$ cat src/rtl/booth_divider.sv
// Sequential restoring divider: 2W-bit dividend by W-bit divisor, one quotient bit per cycle plus a sign-fix cycle.
// Define DIV_SIGNED_EN for two's-complement operands; otherwise operands are unsigned.
module booth_divider #(
   parameter int unsigned W = 8
) (
   input  logic             clk,
   input  logic             rst,
   input  logic             start,
   input  logic [2*W-1:0]   dividend,
   input  logic [W-1:0]     divisor,
   output logic             busy,
   output logic             done,
   output logic [W-1:0]     quotient,
   output logic [W-1:0]     remainder,
   output logic             ovf,
   output logic             div_zero
);

   localparam int unsigned DW = 2 * W;
   localparam int unsigned RW = W + 1;
   localparam int unsigned CW = (W > 1) ? $clog2(W) : 1;

   typedef enum logic [1:0] {
      S_IDLE = 2'd0,
      S_RUN  = 2'd1,
      S_FIX  = 2'd2,
      S_DONE = 2'd3
   } state_t;

   state_t          state_q, state_d;
   logic [CW-1:0]   cnt_q, cnt_d;
   logic [W-1:0]    rem_q, rem_d;
   logic [W-1:0]    quo_q, quo_d;
   logic [RW-1:0]   dvs_q, dvs_d;
   logic [W-1:0]    dlo_q, dlo_d;
   logic            dz_q, dz_d;
   logic            ov_q, ov_d;
   logic            busy_q, busy_d;
   logic            done_q, done_d;
   logic [W-1:0]    quotient_q, quotient_d;
   logic [W-1:0]    remainder_q, remainder_d;
   logic            ovf_q, ovf_d;
   logic            div_zero_q, div_zero_d;

   logic [DW-1:0]   dmag_c;
   logic [RW-1:0]   dvmag_c;
   logic [RW-1:0]   shift_c;
   logic            ge_c;

`ifdef DIV_SIGNED_EN
   logic            sd_q, sd_d;
   logic            sv_q, sv_d;
   logic            neg_c;
   logic [W-1:0]    qfix_c;
   logic [W-1:0]    rfix_c;
   logic            sovf_c;
   localparam logic [W-1:0] Q_POS_MAX = {1'b0, {(W-1){1'b1}}};
   localparam logic [W-1:0] Q_NEG_MAX = {1'b1, {(W-1){1'b0}}};
`endif

   // Operand magnitudes presented at capture
   always_comb begin
`ifdef DIV_SIGNED_EN
      dmag_c  = dividend[DW-1] ? DW'(~dividend + DW'(1)) : dividend;
      dvmag_c = divisor[W-1] ? RW'(~{divisor[W-1], divisor} + RW'(1))
                             : {divisor[W-1], divisor};
`else
      dmag_c  = dividend;
      dvmag_c = {1'b0, divisor};
`endif
   end

   // One restoring step on the partial remainder
   always_comb begin
      shift_c = {rem_q, quo_q[W-1]};
      ge_c    = (shift_c >= dvs_q);
   end

`ifdef DIV_SIGNED_EN
   // Sign restoration and signed range check
   always_comb begin
      neg_c  = sd_q ^ sv_q;
      qfix_c = neg_c ? W'(~quo_q + W'(1)) : quo_q;
      rfix_c = sd_q ? W'(~rem_q + W'(1)) : rem_q;
      sovf_c = neg_c ? (quo_q > Q_NEG_MAX) : (quo_q > Q_POS_MAX);
   end
`endif

   // State register
   always_ff @(posedge clk) begin
      if (rst) state_q <= S_IDLE;
      else     state_q <= state_d;
   end

   // Next-state logic
   always_comb begin
      state_d = state_q;
      case (state_q)
         S_IDLE: if (start) state_d = S_RUN;
         S_RUN:  if (cnt_q == CW'(W - 1)) state_d = S_FIX;
         S_FIX:  state_d = S_DONE;
         S_DONE: state_d = S_IDLE;
         default: state_d = S_IDLE;
      endcase
   end

   // Datapath and output next values
   always_comb begin
      cnt_d       = cnt_q;
      rem_d       = rem_q;
      quo_d       = quo_q;
      dvs_d       = dvs_q;
      dlo_d       = dlo_q;
      dz_d        = dz_q;
      ov_d        = ov_q;
      quotient_d  = quotient_q;
      remainder_d = remainder_q;
      ovf_d       = ovf_q;
      div_zero_d  = div_zero_q;
      done_d      = 1'b0;
      busy_d      = (state_d == S_RUN) || (state_d == S_FIX);
`ifdef DIV_SIGNED_EN
      sd_d        = sd_q;
      sv_d        = sv_q;
`endif
      case (state_q)
         S_IDLE: begin
            if (start) begin
               cnt_d = '0;
               rem_d = dmag_c[DW-1:W];
               quo_d = dmag_c[W-1:0];
               dvs_d = dvmag_c;
               dlo_d = dividend[W-1:0];
               dz_d  = (divisor == '0);
               // High half already >= divisor means the quotient needs more than W bits
               ov_d  = ({1'b0, dmag_c[DW-1:W]} >= dvmag_c);
`ifdef DIV_SIGNED_EN
               sd_d  = dividend[DW-1];
               sv_d  = divisor[W-1];
`endif
            end
         end
         S_RUN: begin
            cnt_d = CW'(cnt_q + CW'(1));
            rem_d = ge_c ? W'(shift_c - dvs_q) : W'(shift_c);
            quo_d = {quo_q[W-2:0], ge_c};
         end
         S_FIX: begin
            if (dz_q) begin
               quo_d = '1;
               rem_d = dlo_q;
               ov_d  = 1'b0;
            end else begin
`ifdef DIV_SIGNED_EN
               quo_d = qfix_c;
               rem_d = rfix_c;
               ov_d  = ov_q | sovf_c;
`endif
            end
         end
         S_DONE: begin
            quotient_d  = quo_q;
            remainder_d = rem_q;
            ovf_d       = ov_q;
            div_zero_d  = dz_q;
            done_d      = 1'b1;
         end
         default: ;
      endcase
   end

   // Datapath and output registers
   always_ff @(posedge clk) begin
      if (rst) begin
         cnt_q       <= '0;
         rem_q       <= '0;
         quo_q       <= '0;
         dvs_q       <= '0;
         dlo_q       <= '0;
         dz_q        <= 1'b0;
         ov_q        <= 1'b0;
         busy_q      <= 1'b0;
         done_q      <= 1'b0;
         quotient_q  <= '0;
         remainder_q <= '0;
         ovf_q       <= 1'b0;
         div_zero_q  <= 1'b0;
`ifdef DIV_SIGNED_EN
         sd_q        <= 1'b0;
         sv_q        <= 1'b0;
`endif
      end else begin
         cnt_q       <= cnt_d;
         rem_q       <= rem_d;
         quo_q       <= quo_d;
         dvs_q       <= dvs_d;
         dlo_q       <= dlo_d;
         dz_q        <= dz_d;
         ov_q        <= ov_d;
         busy_q      <= busy_d;
         done_q      <= done_d;
         quotient_q  <= quotient_d;
         remainder_q <= remainder_d;
         ovf_q       <= ovf_d;
         div_zero_q  <= div_zero_d;
`ifdef DIV_SIGNED_EN
         sd_q        <= sd_d;
         sv_q        <= sv_d;
`endif
      end
   end

   assign busy      = busy_q;
   assign done      = done_q;
   assign quotient  = quotient_q;
   assign remainder = remainder_q;
   assign ovf       = ovf_q;
   assign div_zero  = div_zero_q;

endmodule

$ cat config.mk
export PLATFORM = sky130hd
export DESIGN_NAME = booth_divider
export DESIGN_NICKNAME = d
export VERILOG_FILES = /design/src/rtl/booth_divider.sv
export SDC_FILE = /design/constraint.sdc
export NUM_CORES = 1
export LEC_CHECK = 0
export CORE_ASPECT_RATIO = 1.5
export CORE_MARGIN = 5
export CORE_UTILIZATION = 50
export CTS_CLUSTER_DIAMETER = 80
export DETAILED_ROUTE_END_ITERATION = 12
export GPL_TIMING_DRIVEN = 1
export PLACE_DENSITY = 0.76
export SLEW_MARGIN = 20
export SYNTH_ARGS = -nofsm -noshare
export SYNTH_HDL_FRONTEND = slang
export SYNTH_SLANG_ARGS = --single-unit
$ cat constraint.sdc
create_clock -name clk -period 3.3 [get_ports clk]
set_input_delay 0.66 -clock clk [delete_from_list [all_inputs] [get_ports clk]]
set_output_delay 0.66 -clock clk [all_outputs]
set_load 0.02 [all_outputs]
==> results.cfg <==
[sta]
fmax_ghz = 0.411
worst_slack_ps = 865
tightest_slew_ps = 811
rsz0062_at_grt = false
period_needed_ps = 2430
hold_viol = 0
post-route-period-util_pct = 73.8
setup_viol = 0
fin_skew_ps = 8.75
finalSetupTns_ps = 0
slew_headroom_pct = 46.0
drv_slew = 0

[yosys]
synth-main-ff-cell = dfxtp_1
ys_types = 44
syn_area_sq_mm = 0.00320
synthSimpleGateAreaFrac_pct = 18.5
synth-xor-area-share_pct = 1.09
async_flop_share_pct = 0
syn-num-nets = 444
synth_top_family_by_area = compound AO/OA/AOI/OAI gates
yosys_warnings = 0
ys_seq_area_share_pct = 36.9
synthAdderAreaFrac_pct = 9.22
synth_cells = 394
ys_ff_latch = 59
synth_edf_count = 0
synthMuxAreaShare_pct = 8.13
synth_compound_area_share_pct = 20.5
avgSynthCellArea_sq_um = 8.13

[global_route]
grt_antenna_before_repair = 0
grt_max_degree = 44
track_usage_pct = 20.4
grt_pass1_wl_microns = 12700
grt_pass1_vias = 2665
overflow = 0

[setup_path]
worstPathRequired_ps = 3540
ff2ff_path_depth = 9
cp_max_fo = 8
worstReg2RegEnd = rem_q[6]$_SDFFE_PP0P_
r2r_start = quo_q[7]$_SDFFE_PP0P_
crit_path_start_kind = primary input
crit_path_end = rem_q[1]$_SDFFE_PP0P_
critPathLaunch = start
arrival_ps = 2680
critPathCaptureType = flop
worst-setup-path-type = in2reg
rrSetupSlack_ps = 900

[run]
maxCapViolCount = 0

[power]
p_per_area_mw_per_mm2 = 500
ir_drop_v = 0.000333
p_leak_uw = 0.00155
totalPowerFinal_uw = 1950

[finish]
fillers = 549
syn_to_final_growth_pct = 21.8
utilization_pct = 63.2
layout-drive-gt1-share_pct = 7.78
diodes = 0
fin_area_sq_mm = 0.00390
nNetsFinal = 482

[clock_network]
postCtsSetupRepairBufs = 0
clk_latency_ps = 330
clk_path_buf_depth = 2
numCtsBuffers = 9
ctsResizeCount = 0
htree_levels = 3
clk_pin_slew_ps = 60
cts_tree = built
clock_sinks = 59
cts-root-buf = clkbuf_8
cts_hold_buf = 0

[place]
pre_cts_ws_ps = 593
hpwlAfterDp_microns = 5870
io_buffers = 46
placed_cell_area_sq_mm = 0.00369
gp_congestion = 0.915

[floorplanning]
die_y_microns = 108
io_pins = 47
start_util_pct = 51.9
dieWidth_microns = 75.3
core_sq_mm = 0.00617
die_area_sq_mm = 0.00814
num_rows = 35

[route]
via_per_inst = 5.58
route.antenna.remaining_nets = 0
dr.pass1.iters = 4
dr_total_vias = 2853
avgRoutedWirePerCell_microns = 15.4
finalWirelength_microns = 7860
drc = 0
first_iter_violations = 125

[hold_path]
hold_path_class = reg2reg

[status]
status = complete, no violations
-- state kept, by name, summed over array words and instances (netlist names) --
register / cells
dz_q: 1
div_zero: 1
busy: 1
dlo_q: 8
rem_q: 8
remainder: 8
state_q: 2
ovf: 1
ov_q: 1
quotient: 8
cnt_q: 3
done: 1
quo_q: 8
dvs_q: 8
-- power breakdown --
| part | internal [uW] | switching [uW] | leakage [uW] |
|---|---|---|---|
| sequential | 752 | 37.6 | 0.000482 |
| combinational | 205 | 261 | 0.000961 |
| clock | 423 | 273 | 0.000103 |
-- cell families (layout without fill, tap and decap cells) --
kind of cell               Yosys count  in the layout
buffers and inverters               47             90
DFF                                 59             59
adders and majority gates           23             23
xor gates and xnor gates             4              4
and+or+nand+nor                    135            135
AOI/OAI and AO/OA                  101            101
muxes                               25             25
-- layer usage --
layer  vias to the layer above  share of wire, %  GRT usage [%]  routed length, microns
li1                       1439                 -              -                       -
met1                      1328                40           23.8                    3180
met2                        67                52           34.5                    4070
met3                        19               3.5           4.47                     279
met4                         0               4.2           9.38                     329
met5                         -                 0              0                       0
-- cell usage in the layout, fill, tap and decap left out, types with 3 or more instances in the layout --
| cell | count |
|---|---|
| o21ai_0 | 14 |
| xnor2_1 | 3 |
| nand3_1 | 11 |
| inv_1 | 23 |
| dfxtp_1 | 59 |
| a21o_1 | 4 |
| buf_4 | 5 |
| a21oi_1 | 47 |
| mux2i_1 | 23 |
| o41ai_2 | 3 |
| ha_1 | 22 |
| clkbuf_8 | 9 |
| clkdlybuf4s50_1 | 45 |
| nor2_1 | 51 |
| a31oi_1 | 5 |
| o22ai_1 | 6 |
| a211oi_1 | 8 |
| nand2b_1 | 9 |
| nand2_1 | 49 |
| a41o_2 | 3 |
-- layout make-up --
cell class	count	area [sq um]	share of cell area [%]
sequential	59	1180	30.3
clock buffer	11	131	3.37
timing repair buffer	51	493	12.6
inverter	23	86.3	2.21
clock inverter	5	77.6	1.99
multi-input combinational	288	1840	47.1
tap	74	92.6	2.37
-- cell usage after synthesis, drive strengths merged, types with 3 or more instances --
| library cell | instances | area share, % |
|---|---|---|
| a41o | 3 | 1.1 |
| o41ai | 3 | 1.5 |
| nand2 | 50 | 6.1 |
| nor2 | 51 | 6.0 |
| xnor2 | 3 | 0.82 |
| nand2b | 10 | 2.0 |
| o22ai | 6 | 1.2 |
| o21ai | 16 | 2.6 |
| nand3 | 11 | 1.7 |
| mux2i | 23 | 7.2 |
| ha | 22 | 8.6 |
| a21o | 4 | 0.94 |
| clkbuf | 17 | 2.0 |
| inv | 23 | 2.7 |
| buf | 7 | 1.0 |
| dfxtp | 59 | 37 |
| a21oi | 47 | 7.3 |
| a31oi | 5 | 0.98 |
| a211oi | 9 | 2.5 |
-- stage by stage --
| stage | hold slack, ps | instances |
|---|---|---|
| after floorplan | 436 | 394 |
| after CTS | 459 | 511 |
| after detailed placement | 448 | 495 |
| final | 456 | 511 |
| after global routing | 479 | 511 |
| after global placement | 445 | 495 |
-- critical path, cell delays in order --
cell	delay, ps
clkdlybuf4s50_1	500
nand2b_2	190
o21ai_1	90
or2_1	330
nor3b_1	540
o21ai_0	180
o22ai_1	180
-- worst min-delay path by stage --
stage,endpoint,depth (start not counted),from
2_1_floorplan,dvs_q[2]$_SDFFE_PP0P_,2,dvs_q[2]$_SDFFE_PP0P_
6_report,dvs_q[7]$_SDFFE_PP0P_,2,dvs_q[7]$_SDFFE_PP0P_
5_1_grt,dlo_q[1]$_SDFFE_PP0P_,2,dlo_q[1]$_SDFFE_PP0P_
3_3_place_gp,dlo_q[3]$_SDFFE_PP0P_,2,dlo_q[3]$_SDFFE_PP0P_
4_1_cts,dlo_q[3]$_SDFFE_PP0P_,2,dlo_q[3]$_SDFFE_PP0P_
3_5_place_dp,dlo_q[3]$_SDFFE_PP0P_,2,dlo_q[3]$_SDFFE_PP0P_
(Power assumes the default switching activity.)
